## src/rtl/aes_block_packer.sv

```systemverilog
// Word-to-block packer: gathers BLOCK_W/WORD_W bus words into one AES block
// and queues finished blocks in a DEPTH-entry FIFO toward the cipher core.
module aes_block_packer #(
  parameter int WORD_W    = 32,
  parameter int BLOCK_W   = 128,
  parameter int DEPTH     = 4,
  parameter int MSW_FIRST = 1
) (
  input  logic                         clk,
  input  logic                         reset_n,
  input  logic                         clear,
  input  logic                         in_valid,
  output logic                         in_ready,
  input  logic [WORD_W-1:0]            in_data,
  output logic                         out_valid,
  input  logic                         out_ready,
  output logic [BLOCK_W-1:0]           out_data,
  output logic [$clog2(DEPTH+1)-1:0]   count,
  output logic                         partial
);

  localparam int N  = BLOCK_W / WORD_W;
  localparam int IW = $clog2(N);
  localparam int PW = $clog2(DEPTH);
  localparam int CW = $clog2(DEPTH + 1);

  localparam logic [IW-1:0] LAST_IDX = IW'(N - 1);
  localparam logic [CW-1:0] FULL     = CW'(DEPTH);

  logic [IW-1:0]      word_idx;
  logic [IW-1:0]      slot;
  logic [BLOCK_W-1:0] asm_q;
  logic [BLOCK_W-1:0] merged;
  logic [BLOCK_W-1:0] mem [DEPTH];
  logic [PW-1:0]      wr_ptr;
  logic [PW-1:0]      rd_ptr;
  logic [PW-1:0]      rd_ptr_n;
  logic [CW-1:0]      count_n;
  logic               accept;
  logic               last_word;
  logic               push;
  logic               pop;

  // Full only stalls the final word; earlier words of the next block still land in asm_q.
  always_comb begin
    in_ready  = (word_idx != LAST_IDX) || (count != FULL);
    out_valid = (count != '0);
    partial   = (word_idx != '0);
    accept    = in_valid && in_ready;
    last_word = (word_idx == LAST_IDX);
    push      = accept && last_word && !clear;
    pop       = out_valid && out_ready && !clear;
    rd_ptr_n  = pop ? rd_ptr + PW'(1) : rd_ptr;
    slot      = (MSW_FIRST != 0) ? LAST_IDX - word_idx : word_idx;
  end

  // NOTE: every always_comb output gets a default first so no latch is inferred.
  always_comb begin
    merged  = asm_q;
    count_n = count;
    for (int s = 0; s < N; s++) begin
      if (slot == IW'(s)) merged[s*WORD_W +: WORD_W] = in_data;
    end
    case ({push, pop})
      2'b10:   count_n = count + CW'(1);
      2'b01:   count_n = count - CW'(1);
      default: count_n = count;
    endcase
  end

  // NOTE: block storage has no reset; out_data is a separate reset register, so
  // the unwritten entries are never visible.
  always_ff @(posedge clk) begin
    if (push) mem[wr_ptr] <= merged;
  end

  // NOTE: sequential state uses non-blocking assignments so all registers see
  // pre-edge values regardless of statement order.
  always_ff @(posedge clk or negedge reset_n) begin
    if (!reset_n) begin
      word_idx <= '0;
      asm_q    <= '0;
      wr_ptr   <= '0;
      rd_ptr   <= '0;
      count    <= '0;
      out_data <= '0;
    end else if (clear) begin
      word_idx <= '0;
      asm_q    <= '0;
      wr_ptr   <= '0;
      rd_ptr   <= '0;
      count    <= '0;
      out_data <= '0;
    end else begin
      if (accept) begin
        if (last_word) begin
          word_idx <= '0;
          asm_q    <= '0;
          wr_ptr   <= wr_ptr + PW'(1);
        end else begin
          word_idx <= word_idx + IW'(1);
          asm_q    <= merged;
        end
      end
      rd_ptr <= rd_ptr_n;
      count  <= count_n;
      // Prefetch the next head; bypass when the block being pushed becomes the head.
      if (count_n != '0) begin
        out_data <= (push && (wr_ptr == rd_ptr_n)) ? merged : mem[rd_ptr_n];
      end
    end
  end

endmodule
```

## config.mk

```make
export PLATFORM = sky130hd
export DESIGN_NAME = aes_block_packer
export DESIGN_NICKNAME = d
export VERILOG_FILES = /design/src/rtl/aes_block_packer.sv
export SDC_FILE = /design/constraint.sdc
export NUM_CORES = 1
export LEC_CHECK = 0
export ABC_AREA = 1
export BUFFER_PORTS_ARGS = -buffer_cell sky130_fd_sc_hd__buf_2
export CORE_UTILIZATION = 40
export CTS_CLUSTER_SIZE = 16
export DETAILED_ROUTE_END_ITERATION = 7
export GPL_ROUTABILITY_DRIVEN = 0
export PLACE_DENSITY = 0.63
export SETUP_SLACK_MARGIN = 0.05
export SLEW_MARGIN = 20
export SYNTH_ARGS = -nofsm -noshare
export SYNTH_HDL_FRONTEND = slang
export SYNTH_SLANG_ARGS = --single-unit
```

## constraint.sdc

```tcl
create_clock -name clk -period 17.85 [get_ports clk]
set_clock_uncertainty 0.2 [all_clocks]
set_input_delay 1.785 -clock clk [delete_from_list [all_inputs] [get_ports clk]]
set_output_delay 1.785 -clock clk [all_outputs]
set_load 0.01 [all_outputs]
```

# Word level (Yosys, flattened, before mapping)
# Memory sizes are Yosys's and may differ from the RTL's.
# Cells that the tools add are included.
# word_totals
reg_bits	265
mem_bits_rw	512
in_bits	37
out_inout_bits	134
elab_cells	60
n_memories	1
# mem_list
name	depth	width	read_ports	rd_clocked_by_memory_dff	write_ports	line_no	text
mem	4	128	1	0	1	34	logic [BLOCK_W-1:0] mem [DEPTH];
# classes
addsub	6
n_eq_ne	9
muxes	22
reduce_logical	16
# op_table
op	count
two-way mux 128 bit	6
two-way mux 32 bit	4
two-way mux 2 bit	8
equality test 2 bit, second input constant	4
nonzero test 2 bit	4
adder 2 x 1 -> 2 bit, second input constant	3
logical AND 1 bit	6
one-hot mux 3 bit (2 select lines)	1
nonzero test 3 bit	2
equality test 2 x 1 -> 1 bit, second input constant	2
adder 3 x 1 -> 3 bit, second input constant	1
two-way mux 3 bit	1
!= test 3 bit, second input constant	1
subtractor 3 x 1 -> 3 bit, second input constant	1
equality test 2 bit	1
zero test 2 bit	1
two-way mux 1 bit	2
!= test 2 bit, second input constant	1
AND reduction 2 bit	1
subtractor 2 bit, first input constant	1
zero test 1 bit	1
logical OR 1 bit	1

# Logic depth before layout (Yosys ltp)
# Gate-level depths: netlist of run 1.
# depth
depth_word	10
mapped_depth	18
depth_no_buf	16

# Worst setup path after synthesis of run 1
# OpenSTA, ideal clock, no wires.
# synth_path
path_kind	in2reg
start	input clear
end	memory mem[0][0] (enable)
t_arrival_ps	7540
required_ps	17033
slack_ps	9493
cell_stages	4
path_cell_list	buf_6 > nor2_1 > inv_1 > nor2_1
# synth_between
elab_chain_len	4
# synth_lines
element	line_no	text
start: declaration	11	input logic clear,
zero test 1 bit	51	push = accept && last_word && !clear;
logical AND 1 bit	51	
two-way mux 1 bit	74	if (push) mem[wr_ptr] <= merged;
two-way mux 1 bit (implied by the code)	74	
end: declaration	34	
# No other way between the ends.

# Final worst setup path of run 1
# layout_path
start	input out_ready
end	register out_data[86]
# layout_between
elab_chain_len	8
# layout_lines
element	line_no	text
start: declaration	16	input logic out_ready,
logical AND 1 bit * (2 in series)	52	pop = out_valid && out_ready && !clear;
parallel branches: the longest is 6 deep, another holds memory read (4 x 128 bit)	-	
end signal: assignment	109	out_data <= (push && (wr_ptr == rd_ptr_n)) ? merged : mem[rd_ptr_n];
end: declaration	17	output logic [BLOCK_W-1:0] out_data,
# Mark *: on every way between the ends. The select of a mux whose other input is x is not followed.
# A chain may end at the register's enable or synchronous reset.

==> flow_summary_export.csv, run 1 <==
group,metric,value,unit
place,dp_cells,4359,
clock_tree,clock_path_buffers,3,
cells_and_area,drive_above_1_share,10.2,%
synthesis,synth_cell_types,25,
synthesis,synth_area_leaders,"edfxtp_1 (46%), dfrtp_1 (20%), nand3_1 (12%)",
route,vias,24500,
clock_tree,cts_tree,"built",
floorplanning,die_x,290,µm
critical_path,cp.required,18.22,ns
cells_and_area,final_cells,4514,
synthesis,ys_seq_area_share,66.3,%
route,dr.pass1.iters,5,
synthesis,synth_top_area_share,46.3,%
route,via_per_inst,5.43,
synthesis,async_flop_share,34.1,%
critical_path,critical_path_class,"in -> reg",
cells_and_area,final_nets,3419,
synthesis,ys_top_cells_by_count,"nand2_1 (982), nand3_1 (775), edfxtp_1 (512)",
synthesis,synth-seq-cells,777,
clock_tree,cts_setup_buffers,0,
critical_path,critPathMaxFanout,104,
critical_path,slowest_delay,1.02,ns
global_route,overflow,0,
global_route,grt_max_degree,105,
timing,fin_tns_setup,0,ns
synthesis,avgSynthCellArea,10.0,µm²
job,max_cap_violations,0,
route,antenna_left,0,
synthesis,synth_ff_type,"edfxtp_1",
clock_tree,hold_buffers,0,
global_route,groute.usage.overall,23.0,%
global_route,antenna_found_initial,5,
route,drc,0,
cells_and_area,area_growth,12.4,%
critical_path,cp_cell_sequence,"buf_2 -> inv_1 -> nor2_4 -> nand2_2 -> nand2_8 -> nand2_4 -> buf_6 -> buf_4 -> nand2_1 -> nand3_1 -> nand2_1 -> nand2_1 -> nand3_1 -> nand2_1",
synthesis,synth_most_common_cell,"nand2_1",
clock_tree,ctsResizeCount,0,
timing,finalSetupViolCount,0,
timing,max_freq,176,MHz
synthesis,synth_edf_count,512,
power,p_per_area,107,nW/µm²
cells_and_area,fillers,7559,
synthesis,synth_nets,3361,
power,power_leakage,16.4,nW
global_route,grt_pass1_vias,23700,
clock_tree,clock_sinks,777,
critical_path,cp-start-kind,"primary input",
floorplanning,num_rows,105,
floorplanning,coreArea,82100,µm²
power,power.total,3.98,mW
critical_path,cpMaxStageDelayCell,"buf_4",
timing,grt_setup_unrepaired,"false",
critical_path,endpoint_kind,"flip-flop",
floorplanning,die_y,290,µm
route,drt_iter0_drc,2174,
power,ir_worst_vdd,0.0000608,V
route,wl,97700,µm
timing,drv_slew,0,
floorplanning,start_util,40.4,%
timing,fin_crit,5.68,ns
critical_path,rrSetupSlack,12.93,ns
critical_path,crit_arrival,6.05,ns
critical_path,cpMostUsedCell,"nand2_1",
synthesis,yosysWarnings,0,
synthesis,synth_largest_area_cell,"edfxtp_1",
place,hpwlAfterDp,52300,µm
timing,max_slew.worst_pin.slew,1.19,ns
clock_tree,cts_root_buffer,"clkbuf_16",
place,io_buffers,170,
synthesis,synth.cell_area,33200,µm²
timing,period_share,31.8,%
global_route,grt_pass1_wl,147000,µm
run_status,outcome,"complete, no violations",
floorplanning,num_io_pins,171,
synthesis,syn-instance-count,3314,
clock_tree,cts_buffers,81,
worst_hold_path,hold_path.class,"reg -> reg",
timing,slew_headroom,20.9,%
route,wl_per_cell,21.6,µm
timing,hold_violations,0,
clock_tree,path_clk_slew,0.06,ns
clock_tree,clock_latency,0.64,ns
clock_tree,h-tree-depth,3,
floorplanning,dieArea,84100,µm²
flip-flops by register name (all words and copies together), names as in the netlist:
register  flops
mem         512
asm_q       128
out_data    128
count         3
rd_ptr        2
word_idx      2
wr_ptr        2
routing by layer:
layer  vias up  wire (µm)  track usage, %
met5         -         22               0
li1      11300          -               -
met3       149       9040            5.60
met2      1017      45100            36.1
met4         4       3440            9.85
met1     12100      40100            30.4
worst max-delay path, delay by kind of cell:
| family | cells | cell delay, ns |
|---|---|---|
| and+or+nand+nor | 10 | 2.04 |
| buffers and inverters | 4 | 1.99 |
area by class of cell:
type / instances / area [µm²] / area share [%]
inverter: 218 / 823 / 2.21
tap: 1070 / 1340 / 3.59
timing repair buffer: 209 / 1160 / 3.12
clock buffer: 118 / 2280 / 6.11
sequential: 777 / 22000 / 59.0
antenna: 3 / 7.51 / 0.0201
multi-input combinational: 2085 / 9350 / 25.1
clock inverter: 34 / 313 / 0.839
stage by stage:
| step | util, % | setup slack (ns) | cell area [µm²] | hold WS (ns) |
|---|---|---|---|---|
| 4_1_cts | 45.4 | 12.00 | 37200 | 0.276 |
| 2_1_floorplan | - | 9.49 | 33200 | 0.248 |
| 6_report | 45.4 | 12.17 | 37300 | 0.271 |
| 3_5_place_dp | 42.2 | 11.37 | 34700 | 0.260 |
| 5_1_grt | 45.4 | 11.96 | 37300 | 0.296 |
| 3_3_place_gp | 42.2 | 11.35 | 34700 | 0.256 |
path summary, 6_finish.rpt:
check	to	depth (start not counted)	from
worst max-delay path	out_data[86]	14	out_ready
worst min-delay path	out_data[9]	2	out_data[9]
worst max register to register	out_data[86]	13	count[1]
worst min register to register	out_data[9]	2	out_data[9]
max in group asynchronous	out_data[122]	3	reset_n
min in group asynchronous	out_data[52]	1	reset_n
report_power, final:
group,switching [mW],internal [mW]
sequential,0.0306,2.00
combinational,0.230,0.0700
clock,0.701,0.949
total,0.962,3.02
cell families after synthesis:
| group | Yosys count | synth area share, % |
|---|---|---|
| XOR/XNOR | 2 | 0.0528 |
| flip-flops | 777 | 66.3 |
| buffers and inverters | 452 | 5.84 |
| AO/OA/AOI/OAI | 231 | 3.49 |
| AND/OR/NAND/NOR | 1842 | 23.9 |
| adder cells (fa/ha/maj) | 10 | 0.400 |
cell usage in the layout (no fill, tap or decap), types with 10 or more instances in the layout:
| cell | netlist | layout |
|---|---|---|
| clkinv_1 | 1 | 10 |
| a21oi_1 | 34 | 34 |
| edfxtp_1 | 512 | 512 |
| o21ai_0 | 197 | 197 |
| buf_2 | 149 | 169 |
| buf_4 | 8 | 37 |
| clkinv_2 | 0 | 13 |
| nand2_1 | 982 | 976 |
| nor2_1 | 74 | 70 |
| clkbuf_1 | 69 | 28 |
| clkbuf_16 | 0 | 83 |
| nand3_1 | 775 | 775 |
| inv_1 | 215 | 213 |
| dfrtp_1 | 265 | 265 |
Power figures use the tool's default switching activity.
==> inputs of run 2 (changes only) <==
--- a/config.mk
+++ b/config.mk
@@ -11,7 +11,7 @@
 export CTS_CLUSTER_SIZE = 16
 export DETAILED_ROUTE_END_ITERATION = 7
 export GPL_ROUTABILITY_DRIVEN = 0
-export PLACE_DENSITY = 0.63
+export PLACE_DENSITY = 0.65
 export SETUP_SLACK_MARGIN = 0.05
 export SLEW_MARGIN = 20
 export SYNTH_ARGS = -nofsm -noshare
==> constraint.sdc (replaced) <==
create_clock -name clk -period 5.1 [get_ports clk]
set_clock_uncertainty 0.2 [all_clocks]
set_input_delay 0.51 -clock clk [delete_from_list [all_inputs] [get_ports clk]]
set_output_delay 0.51 -clock clk [all_outputs]
set_load 0.01 [all_outputs]
==> flow_summary_export.csv, run 2 (synthesis gave the netlist of run 1 again) <==
group,metric,value,unit
cells_and_area,drive_above_1_share,10.4,%
timing,fin_crit,3.97,ns
timing,max_freq,252,MHz
critical_path,r2r-end,"out_data[11]",
place,io_buffers,170,
power,power.total,14.0,mW
power,power_leakage,16.4,nW
clock_tree,cts_tree,"built",
critical_path,slowest_delay,0.61,ns
critical_path,endpoint_kind,"flip-flop",
cells_and_area,fin_area,37500,µm²
critical_path,critPathMaxFanout,57,
critical_path,crit_arrival,4.33,ns
timing,max_slew.worst_pin.slew,1.18,ns
floorplanning,num_io_pins,171,
route,wl_per_cell,21.5,µm
power,ir_worst_vdd,0.000224,V
timing,slew_headroom,21.5,%
clock_tree,cts_buffers,76,
timing,drv_slew,0,
route,antenna_left,0,
critical_path,cpMaxStageDelayCell,"inv_4",
timing,grt_setup_unrepaired,"false",
global_route,groute.usage.overall,23.0,%
job,max_cap_violations,0,
power,p_switching,3.33,mW
floorplanning,die_x,290,µm
cells_and_area,top_regs,"mem x512, asm_q x128, out_data x128",
global_route,grt_pass1_wl,147000,µm
route,dr.pass1.iters,6,
critical_path,crit_family,"buffers and inverters",
critical_path,reg2regPathDepth,17,
power,p_per_area,373,nW/µm²
critical_path,critical_path_class,"in -> reg",
critical_path,reg2reg_from,"count[1]",
clock_tree,clock_sinks,777,
worst_hold_path,hold_path.class,"in -> reg",
clock_tree,h-tree-depth,3,
worst_hold_path,min_from,"in_data[12]",
power,intPower,10.7,mW
cells_and_area,largest_register_ffs,512,
cells_and_area,final_nets,3416,
route,wl,96900,µm
place,place_area,34900,µm²
floorplanning,start_util,40.4,%
floorplanning,dieArea,84100,µm²
timing,period_share,77.9,%
cells_and_area,finalCoreUtilization,45.7,%
worst_hold_path,hold_depth,3,
floorplanning,num_rows,105,
place,hpwlAfterDp,52900,µm
run_status,outcome,"complete, no violations",
power,seqPwrFrac,50.8,%
floorplanning,die_y,290,µm
power,clockPowerShare,41.7,%
clock_tree,clock_path_buffers,3,
route,via_per_inst,5.44,
timing,finalSetupViolCount,0,
floorplanning,coreArea,82100,µm²
cells_and_area,final_cell_mix,"nand2_1 (975), nand3_1 (775), edfxtp_1 (512)",
critical_path,cp_num_buf_inv,6,
power,pwr-share-comb,7.5,%
global_route,antenna_found_initial,7,
global_route,overflow,0,
worst_hold_path,whs_endpoint,"mem[2][12]",
clock_tree,path_clk_slew,0.06,ns
route,drt_iter0_drc,2376,
critical_path,cp_cell_sequence,"dlygate4sd3_1 -> buf_2 -> nor2_1 -> inv_1 -> ha_1 -> inv_1 -> fa_1 -> or2_2 -> nand3_1 -> nand2_1 -> nand3_1 -> nand2_1 -> inv_4 -> buf_4 -> nand3_1 -> nand2_1",
clock_tree,clock_latency,0.63,ns
cells_and_area,area_growth,13.1,%
critical_path,rrSetupSlack,1.14,ns
route,vias,24500,
clock_tree,cts_root_buffer,"clkbuf_16",
power,swShare,23.8,%
global_route,grt_pass1_vias,23800,
critical_path,cp.required,5.45,ns
global_route,grt_max_degree,173,
route,drc,0,
cells_and_area,regMostFlops,"mem",
cells_and_area,layout_commonest_cell,"nand2_1",
critical_path,cp-start-kind,"primary input",
timing,hold_violations,0,
[run 2: area by class of cell]
cell class	instances	area (µm²)
inverters	218	823
fillers	7503	44600
flip-flops and latches	777	22000
multi-input cells	2085	9350
clock buffers	98	2090
diodes	1	2.50
well taps	1070	1340
repair buffers	211	1400
clock inverters	42	497
[run 2: per-stage QoR]
step                      hold slack, ns  instances  worst slack [ns]  TNS [ns]
after global routing               0.103       4502             0.876         0
after floorplan                   0.0144       3314             -1.99  -1016.94
after CTS                         0.0638       4501              1.12         0
after detailed placement           0.261       4359              1.12         0
final                             0.0842       4502              1.13         0
after global placement             0.260       4359              1.17         0
[run 2: worst max path at each step]
stage | startpoint | endpoint | slack, ns | cells past startpoint
2_1_floorplan | word_idx[0] | mem[0][0] | -1.99 | 5
5_1_grt | count[1] | out_data[13] | 0.88 | 17
6_report | clear | out_data[11] | 1.13 | 16
4_1_cts | count[1] | out_data[11] | 1.12 | 17
3_3_place_gp | clear | out_data[11] | 1.17 | 15
3_5_place_dp | count[1] | out_data[5] | 1.12 | 17
[run 2: power by group through the flow]
stage / Clock [mW] / Sequential [mW] / Combinational (mW)
after floorplan: 0 / 7.23 / 0.547
after global placement: 0 / 7.23 / 1.03
after detailed placement: 0 / 7.23 / 1.05
after CTS: 5.90 / 7.11 / 1.05
after global routing: 6.15 / 7.12 / 1.17
final: 5.83 / 7.11 / 1.06
[run 2: layer usage]
layer	wire length [µm]	track usage, %	up-vias
li1	-	-	11300
met1	39800	31.1	12000
met2	43900	35.0	1008
met3	9110	5.42	186
met4	4020	10.5	10
met5	69	0	-
[run 2: worst register-to-register path: stages (launching register included)]
cell and delay [ns]:
dfrtp_1 0.44, nor2_4 0.16, nand2_1 0.06, nand3_1 0.11, nor2_1 0.09, inv_1 0.31
ha_1 0.21, inv_1 0.07, fa_1 0.37, or2_2 0.31, nand3_1 0.07, nand2_1 0.06
nand3_1 0.15, nand2_1 0.11, inv_4 0.61, buf_4 0.38, nand3_1 0.11, nand2_1 0.06
[run 2: repair_timing]
| action | 4_1_cts | 5_1_grt |
|---|---|---|
| hold endpoints to repair | 75 | 0 |
| hold buffers | 2 | 0 |
| setup buffers | 0 | 0 |
| gates resized for setup | 0 | 0 |
